`src/rtl/bist_pkg.sv`:
```
// Shared constants and FSM encoding for the BIST status controller.
package bist_pkg;

   localparam int         STATUS_W    = 16;
   localparam logic [3:0] ERR_TIMEOUT = 4'hF;
   localparam int         CNT_W       = 4;

   typedef enum logic [1:0] {
      ST_IDLE  = 2'd0,
      ST_RUN   = 2'd1,
      ST_READY = 2'd2,
      ST_SHIFT = 2'd3
   } bist_state_t;

endpackage

```
`src/rtl/bist_ctrl_if.sv`:
```
// TAP strobes and BIST engine handshake seen by the controller.
interface bist_ctrl_if #(
   parameter int STATUS_W = bist_pkg::STATUS_W
);

   logic                BIST_SEL;
   logic                RUN_BIST;
   logic                CAPTURE_DR;
   logic                SHIFT_DR;
   logic                UPDATE_DR;
   logic                BIST_DONE;
   logic [STATUS_W-1:0] BIST_STATUS;
   logic                BIST_START;
   logic                TDO;
   logic                BUSY;
   logic                TIMEOUT_ERR;

   modport master (
      output BIST_SEL, RUN_BIST, CAPTURE_DR, SHIFT_DR, UPDATE_DR,
             BIST_DONE, BIST_STATUS,
      input  BIST_START, TDO, BUSY, TIMEOUT_ERR
   );

   modport slave (
      input  BIST_SEL, RUN_BIST, CAPTURE_DR, SHIFT_DR, UPDATE_DR,
             BIST_DONE, BIST_STATUS,
      output BIST_START, TDO, BUSY, TIMEOUT_ERR
   );

endinterface

```
`src/rtl/bist_status_shifter.sv`:
```
// Status readout shift register: parallel load, LSB-first serial out, zero fill.
module bist_status_shifter
   import bist_pkg::*;
#(
   parameter int STATUS_W = bist_pkg::STATUS_W
) (
   input  logic                TCK,
   input  logic                TRST_N,
   input  logic                load,
   input  logic                shift,
   input  logic                clear,
   input  logic [STATUS_W-1:0] din,
   output logic                TDO
);

   localparam logic [CNT_W-1:0] CNT_LAST = CNT_W'(STATUS_W - 1);

   logic [STATUS_W-1:0] sreg;
   logic [CNT_W-1:0]    bit_cnt;

   // Load wins over shift so a capture always restarts the readout at bit 0.
   always_ff @(posedge TCK) begin
      if (!TRST_N || clear) begin
         sreg    <= '0;
         bit_cnt <= '0;
      end else if (load) begin
         sreg    <= din;
         bit_cnt <= '0;
      end else if (shift) begin
         sreg    <= {1'b0, sreg[STATUS_W-1:1]};
         bit_cnt <= (bit_cnt == CNT_LAST) ? '0 : bit_cnt + 1'b1;
      end
   end

   assign TDO = sreg[0];

endmodule

```
`src/rtl/bist_ctrl.sv`:
```
// BIST run sequencer: starts the engine, waits for done or timeout, and holds the
// status word in a shadow register for serial readout through the TAP DR path.
module bist_ctrl
   import bist_pkg::*;
#(
   parameter int STATUS_W = bist_pkg::STATUS_W,
   parameter int TIMEOUT  = 1023
) (
   input  logic       TCK,
   input  logic       TRST_N,
   bist_ctrl_if.slave bus
);

   localparam int               TMR_W   = (TIMEOUT < 1) ? 1 : $clog2(TIMEOUT + 1);
   localparam logic [TMR_W-1:0] TMR_MAX = TMR_W'(TIMEOUT);

   bist_state_t         state, state_nxt;
   logic [TMR_W-1:0]    timer;
   logic [STATUS_W-1:0] shadow;
   logic                bist_start_q;
   logic                timeout_err_q;

   logic go, done_hit, to_hit, cap_hit, shift_hit, sh_clear;

   function automatic logic [TMR_W-1:0] sat_inc(input logic [TMR_W-1:0] v);
      return (v == TMR_MAX) ? v : v + 1'b1;
   endfunction

   always_ff @(posedge TCK) begin
      if (!TRST_N) state <= ST_IDLE;
      else         state <= state_nxt;
   end

   always_comb begin
      state_nxt = state;
      case (state)
         ST_IDLE:  if (go) state_nxt = ST_RUN;
         ST_RUN:   if (done_hit || to_hit) state_nxt = ST_READY;
         ST_READY: begin
            if (go)           state_nxt = ST_RUN;
            else if (cap_hit) state_nxt = ST_SHIFT;
         end
         ST_SHIFT: if (!bus.BIST_SEL || bus.UPDATE_DR) state_nxt = ST_READY;
         default:  state_nxt = ST_IDLE;
      endcase
   end

   // Done is tested before the timer so a completion on the last cycle is not an error.
   always_comb begin
      go        = 1'b0;
      done_hit  = 1'b0;
      to_hit    = 1'b0;
      cap_hit   = 1'b0;
      shift_hit = 1'b0;
      sh_clear  = 1'b0;
      case (state)
         ST_IDLE: begin
            go      = bus.BIST_SEL & bus.RUN_BIST;
            cap_hit = bus.BIST_SEL & bus.CAPTURE_DR;
         end
         ST_RUN: begin
            done_hit = bus.BIST_DONE;
            to_hit   = !bus.BIST_DONE && (timer == TMR_MAX);
         end
         ST_READY: begin
            go      = bus.BIST_SEL & bus.RUN_BIST;
            cap_hit = bus.BIST_SEL & bus.CAPTURE_DR & ~go;
         end
         ST_SHIFT: begin
            if (!bus.BIST_SEL) begin
               sh_clear = 1'b1;
            end else begin
               cap_hit   = bus.CAPTURE_DR;
               shift_hit = bus.SHIFT_DR & ~bus.CAPTURE_DR;
            end
         end
         default: ;
      endcase
   end

   always_ff @(posedge TCK) begin
      if (!TRST_N) begin
         timer         <= '0;
         shadow        <= '0;
         bist_start_q  <= 1'b0;
         timeout_err_q <= 1'b0;
      end else begin
         bist_start_q <= go;
         if (go) begin
            timer         <= '0;
            timeout_err_q <= 1'b0;
         end else if (state == ST_RUN) begin
            timer <= sat_inc(timer);
         end
         if (done_hit) begin
            shadow <= bus.BIST_STATUS;
         end else if (to_hit) begin
            shadow        <= {bus.BIST_STATUS[STATUS_W-1:4], ERR_TIMEOUT};
            timeout_err_q <= 1'b1;
         end
      end
   end

   assign bus.BIST_START  = bist_start_q;
   assign bus.BUSY        = (state == ST_RUN);
   assign bus.TIMEOUT_ERR = timeout_err_q;

   bist_status_shifter #(
      .STATUS_W (STATUS_W)
   ) u_shifter (
      .TCK    (TCK),
      .TRST_N (TRST_N),
      .load   (cap_hit),
      .shift  (shift_hit),
      .clear  (sh_clear),
      .din    (shadow),
      .TDO    (bus.TDO)
   );

endmodule

```
`src/flat_wrapper.sv`:
```
// flat-port wrapper written by rule: the top's interface ports become plain ports
module bist_ctrl_flat import bist_pkg::*;
#(
   parameter int STATUS_W = bist_pkg::STATUS_W,
   parameter int TIMEOUT  = 1023
)
  (TCK, TRST_N, bus_BIST_SEL, bus_RUN_BIST, bus_CAPTURE_DR, bus_SHIFT_DR, bus_UPDATE_DR, bus_BIST_DONE, bus_BIST_STATUS, bus_BIST_START, bus_TDO, bus_BUSY, bus_TIMEOUT_ERR);
  bist_ctrl_if #(.STATUS_W(STATUS_W)) bus_i ();
  input  logic TCK;
  input  logic TRST_N;
  input wire logic [$bits(bus_i.BIST_SEL)-1:0] bus_BIST_SEL;
  input wire logic [$bits(bus_i.RUN_BIST)-1:0] bus_RUN_BIST;
  input wire logic [$bits(bus_i.CAPTURE_DR)-1:0] bus_CAPTURE_DR;
  input wire logic [$bits(bus_i.SHIFT_DR)-1:0] bus_SHIFT_DR;
  input wire logic [$bits(bus_i.UPDATE_DR)-1:0] bus_UPDATE_DR;
  input wire logic [$bits(bus_i.BIST_DONE)-1:0] bus_BIST_DONE;
  input wire logic [$bits(bus_i.BIST_STATUS)-1:0] bus_BIST_STATUS;
  output wire logic [$bits(bus_i.BIST_START)-1:0] bus_BIST_START;
  output wire logic [$bits(bus_i.TDO)-1:0] bus_TDO;
  output wire logic [$bits(bus_i.BUSY)-1:0] bus_BUSY;
  output wire logic [$bits(bus_i.TIMEOUT_ERR)-1:0] bus_TIMEOUT_ERR;
  assign bus_i.BIST_SEL = bus_BIST_SEL;
  assign bus_i.RUN_BIST = bus_RUN_BIST;
  assign bus_i.CAPTURE_DR = bus_CAPTURE_DR;
  assign bus_i.SHIFT_DR = bus_SHIFT_DR;
  assign bus_i.UPDATE_DR = bus_UPDATE_DR;
  assign bus_i.BIST_DONE = bus_BIST_DONE;
  assign bus_i.BIST_STATUS = bus_BIST_STATUS;
  assign bus_BIST_START = bus_i.BIST_START;
  assign bus_TDO = bus_i.TDO;
  assign bus_BUSY = bus_i.BUSY;
  assign bus_TIMEOUT_ERR = bus_i.TIMEOUT_ERR;
  bist_ctrl #(.STATUS_W(STATUS_W), .TIMEOUT(TIMEOUT)) u_core (.TCK(TCK), .TRST_N(TRST_N), .bus(bus_i));
endmodule
```
`config.mk`:
```
export PLATFORM = sky130hd
export DESIGN_NAME = bist_ctrl_flat
export DESIGN_NICKNAME = d
export VERILOG_FILES = /design/src/rtl/bist_pkg.sv /design/src/rtl/bist_ctrl_if.sv /design/src/rtl/bist_status_shifter.sv /design/src/rtl/bist_ctrl.sv /design/src/flat_wrapper.sv
export SDC_FILE = /design/constraint.sdc
export NUM_CORES = 1
export LEC_CHECK = 0
export CELL_PAD_IN_SITES_DETAIL_PLACEMENT = 1
export CELL_PAD_IN_SITES_GLOBAL_PLACEMENT = 1
export CORE_MARGIN = 2
export CORE_UTILIZATION = 44
export DETAILED_ROUTE_END_ITERATION = 16
export GPL_TIMING_DRIVEN = 1
export PLACE_DENSITY_LB_ADDON = 0.1
export SLEW_MARGIN = 20
export SYNTH_ARGS = -nofsm -noshare
export SYNTH_HDL_FRONTEND = slang
export SYNTH_SLANG_ARGS = --single-unit
```
`constraint.sdc`:
```
create_clock -name TCK -period 4.1 [get_ports TCK]
set_input_delay 0.615 -clock TCK [delete_from_list [all_inputs] [get_ports TCK]]
set_output_delay 0.615 -clock TCK [all_outputs]
set_load 0.01 [all_outputs]
```
==> key figures <==
Logic synthesis
  • Cell type with the largest total area after synthesis: dfxtp_1
  • Number of enable flip-flop cells after synthesis: 0
  • Async set-or-reset flop fraction in the synthesized netlist: 0%
  • Number of synthesized register bits: 46
  • Gate count after technology mapping: about 230
  • Top cell types by occurrence after synthesis: dfxtp_1 (46), nand2_1 (34), a21oi_1 (20)
  • Sequential cell area fraction in the yosys report: about 44%
  • Top-count cell post-synth: dfxtp_1
  • Synth Warn #: 0
  • Post-synth top area share: 44.0%
  • Post-Synthesis Mean Instance Area: slightly above 9 µm²
  • Count of distinct cell types in the synthesized netlist: 42
  • Net Count, Synth: between 200 and 300
  • Post-synthesis cell area: about 2100 µm²
  • Post-synth top flop: dfxtp_1
  • Largest cells by area after synthesis: dfxtp_1 (44%), mux2i_1 (6.7%), nand2_1 (6.1%)

STA
  • Post-Route Setup TNS: 0 ns
  • Setup WS post-layout: approximately 1.7 ns
  • Worst-case headroom to the max-slew limit: between 40% and 50%
  • Setup violations, final: 0
  • Final Max Slew Viols: 0
  • Worst-margin pin slew: between 0.8 and 0.9 ns
  • RSZ-0062 raised after global routing: false
  • Number of failing hold endpoints at the final stage: 0
  • Max Clk Rate: between 400 and 500 MHz
  • Setup skew after layout: 0.0108 ns
  • Post-layout minimum cycle time: approximately 2.4 ns
  • Portion of the clock cycle consumed by the worst path in the final layout: between 50% and 60%

Drt
  • Detailed-route DRC error count: 0
  • Post-detailed-route via-to-cell ratio: just under 6
  • Antenna-violating nets left: 0
  • Sum of met3 wire segment lengths after detailed routing: 150 µm
  • Detailed-routing wirelength on met1: 2300 µm
  • Iteration-0 DRC count of the detailed router: between 90 and 100
  • Number of optimization iterations in the first detailed-route pass: 4
  • Wire length per cell: around 16 µm
  • Vias: between 1.5k and 2k
  • Top layer in use: met4
  • Total Routed Length: 5010 µm
  • Routed wire length on met2: 2450 µm

Floorplan
  • Area of the die: around 5300 µm²
  • Initial standard-cell utilization of the core: around 45%
  • I/O pin cnt: 28
  • Core area: approximately 4700 µm²
  • Die Width: around 73 µm
  • Die Y: 73.0 µm
  • # rows: 25

Worst setup path
  • Worst path arrival time: around 1.8 ns
  • Category of the most critical setup path: reg -> out
  • Worst EP required: between 3 and 4 ns
  • Critical Path Start Type: register
  • Worst reg2reg setup slack: ~2 ns
  • RR Endpoint: u_core.shadow[2]$_SDFFE_PN0P_
  • R2R Path Start: u_core.timer[0]$_SDFFE_PP0P_
  • Path depth of the worst reg2reg path: 5
  • CP endpoint kind: output pin
  • Worst-path fanout max: 10

Clocking
  • Clock insertion delay at the later pin of the skew report: between 0.3 and 0.4 ns
  • Number of buffers inserted to repair setup after CTS: 0
  • Reg clk slew, reported paths: about 0.08 ns
  • CTS Sinks: 46
  • Num CTS Buffers: 5
  • Htree depth: 2
  • CTS tree: built
  • Max Root-Sink Buffers: 2
  • # hold bufs at CTS: 0
  • Number of instances resized during post-cts repair: 0
  • Clock root buffer master: clkbuf_8

Layout
  • Final Util: between 50% and 60%
  • Number of nets in the layout: 280
  • # diodes: 0
  • Synth-to-Final Area Change: 20.2%
  • Proportion of layout cells with a drive suffix above 1: 6.75%

GRT
  • Global-route usage over all layers: between 20% and 30%
  • Vias in the first global route: ~1.9k
  • GRT overflow: 0
  • Antenna violations before repair: 0
  • Largest net degree at the start of global routing: 19
  • Wire length of the first global-routing pass: 8890 µm

Pwr
  • Total net switching power: roughly 0.21 mW
  • Power density normalized to cell area: between 300 and 400 nW/µm²
  • Combinational share of power: under 10%
  • Sequential power share: about 48%
  • Internal Dissipation: 0.765 mW
  • Leakage power: ~0.85 nW
  • Largest vdd supply drop: 219 µV
  • Switching share of total power: between 20% and 30%
  • Power consumption: between 0.9 and 1 mW
  • Proportion of power drawn by the clock network: 42.4%

Place
  • Weighted congestion reported at the end of routability-driven placement: roughly 0.73
  • Placed wire-length estimate: between 3000 and 4000 µm
  • Setup WS pre-CTS: 1.65 ns
  • Buffers on Ports: 27

Hold path
  • Cell depth of the worst hold path: 2
  • Beginning of the worst hold path: u_core.shadow[4]$_SDFFE_PN0P_
  • Hold-critical path endpoint: u_core.shadow[4]$_SDFFE_PN0P_
  • Class of the most critical hold timing path: reg -> reg

Outcome
  • Outcome: finished clean

Run
  • Max-capacitance violation count: 0
kinds of logic after synthesis:
kind of cell / count (synthesis) / synth area share (%)
buf+inv: 18 / 4.43
compound gates: 58 / 19.7
mux: 14 / 6.70
xor+xnor: 4 / 1.67
fa+ha+maj: 5 / 2.99
flops: 46 / 44.0
simple gates: 83 / 20.5
power by group through the flow:
stage | sequential [mW] | combinational, mW | clock (mW)
finish | 0.467 | 0.0961 | 0.415
global route | 0.468 | 0.106 | 0.445
floorplan | 0.475 | 0.0563 | 0
CTS | 0.467 | 0.0965 | 0.424
global placement | 0.477 | 0.0946 | 0
detailed placement | 0.477 | 0.0962 | 0
worst max-delay path: stages (launching register included):
cell             delay [ns]
dfxtp_1                0.36
inv_1                  0.11
ha_1                   0.44
clkdlybuf4s50_1        0.63
worst max-delay path by stage:
stage | slack [ns] | depth (start not counted) | from | endpoint
floorplan | 2.41 | 8 | u_core.state[1]$_SDFFE_PN0P_ | u_core.u_shifter.sreg[10]$_SDFFE_PP0P_
global placement | 1.68 | 3 | TRST_N | u_core.u_shifter.sreg[0]$_SDFFE_PP0P_
detailed placement | 1.65 | 3 | TRST_N | u_core.u_shifter.sreg[0]$_SDFFE_PP0P_
CTS | 1.67 | 3 | u_core.state[1]$_SDFFE_PN0P_ | bus_BUSY
global route | 1.60 | 3 | u_core.state[1]$_SDFFE_PN0P_ | bus_BUSY
finish | 1.66 | 3 | u_core.state[1]$_SDFFE_PN0P_ | bus_BUSY
area by class of cell:
type | count | area [µm²]
repair buffers | 28 | 278
multi-input cells | 164 | 1080
flip-flops and latches | 46 | 921
clock inverters | 2 | 60.1
clock buffers | 6 | 82.6
fillers | 548 | 2150
well taps | 54 | 67.6
inverters | 6 | 22.5
per-layer routing:
| metal | vias to the layer above | global-route usage [%] |
|---|---|---|
| met2 | 31 | 36.3 |
| li1 | 873 | - |
| met5 | - | 0 |
| met4 | 0 | 9.05 |
| met3 | 12 | 5.39 |
| met1 | 866 | 27.1 |
layout by cell type, fill, tap and decap left out, types with 2 or more instances in the layout:
master / synthesis / final
dfxtp_1: 46 / 46
nand2_1: 34 / 34
clkdlybuf4s50_1: 0 / 27
a21oi_1: 20 / 20
nand3_1: 18 / 18
mux2i_1: 14 / 14
a22oi_1: 13 / 13
nor2_1: 10 / 10
inv_1: 6 / 6
clkbuf_8: 0 / 6
or3_1: 5 / 5
ha_1: 5 / 5
o21a_1: 4 / 4
xor2_1: 4 / 4
o21ai_0: 4 / 4
o221a_1: 4 / 4
and4_1: 3 / 3
o21ai_2: 1 / 2
a311oi_1: 2 / 2
o211ai_1: 2 / 2
bufinv_16: 0 / 2
metrics by stage:
step                      instances  instance area [µm²]  hold slack [ns]
final                           306                 2510            0.464
after global routing            306                 2510            0.500
after CTS                       306                 2510            0.469
after detailed placement        298                 2370            0.448
after global placement          298                 2370            0.445
after floorplan                 228                 2090            0.432
state kept, by name, summed over array words and instances (netlist names):
register / cells
u_core.u_shifter.sreg: 16
u_core.bus.BIST_START: 1
u_core.shadow: 16
u_core.state: 2
u_core.bus.TIMEOUT_ERR: 1
u_core.timer: 10
No activity file was read; power rests on OpenSTA's default activity.
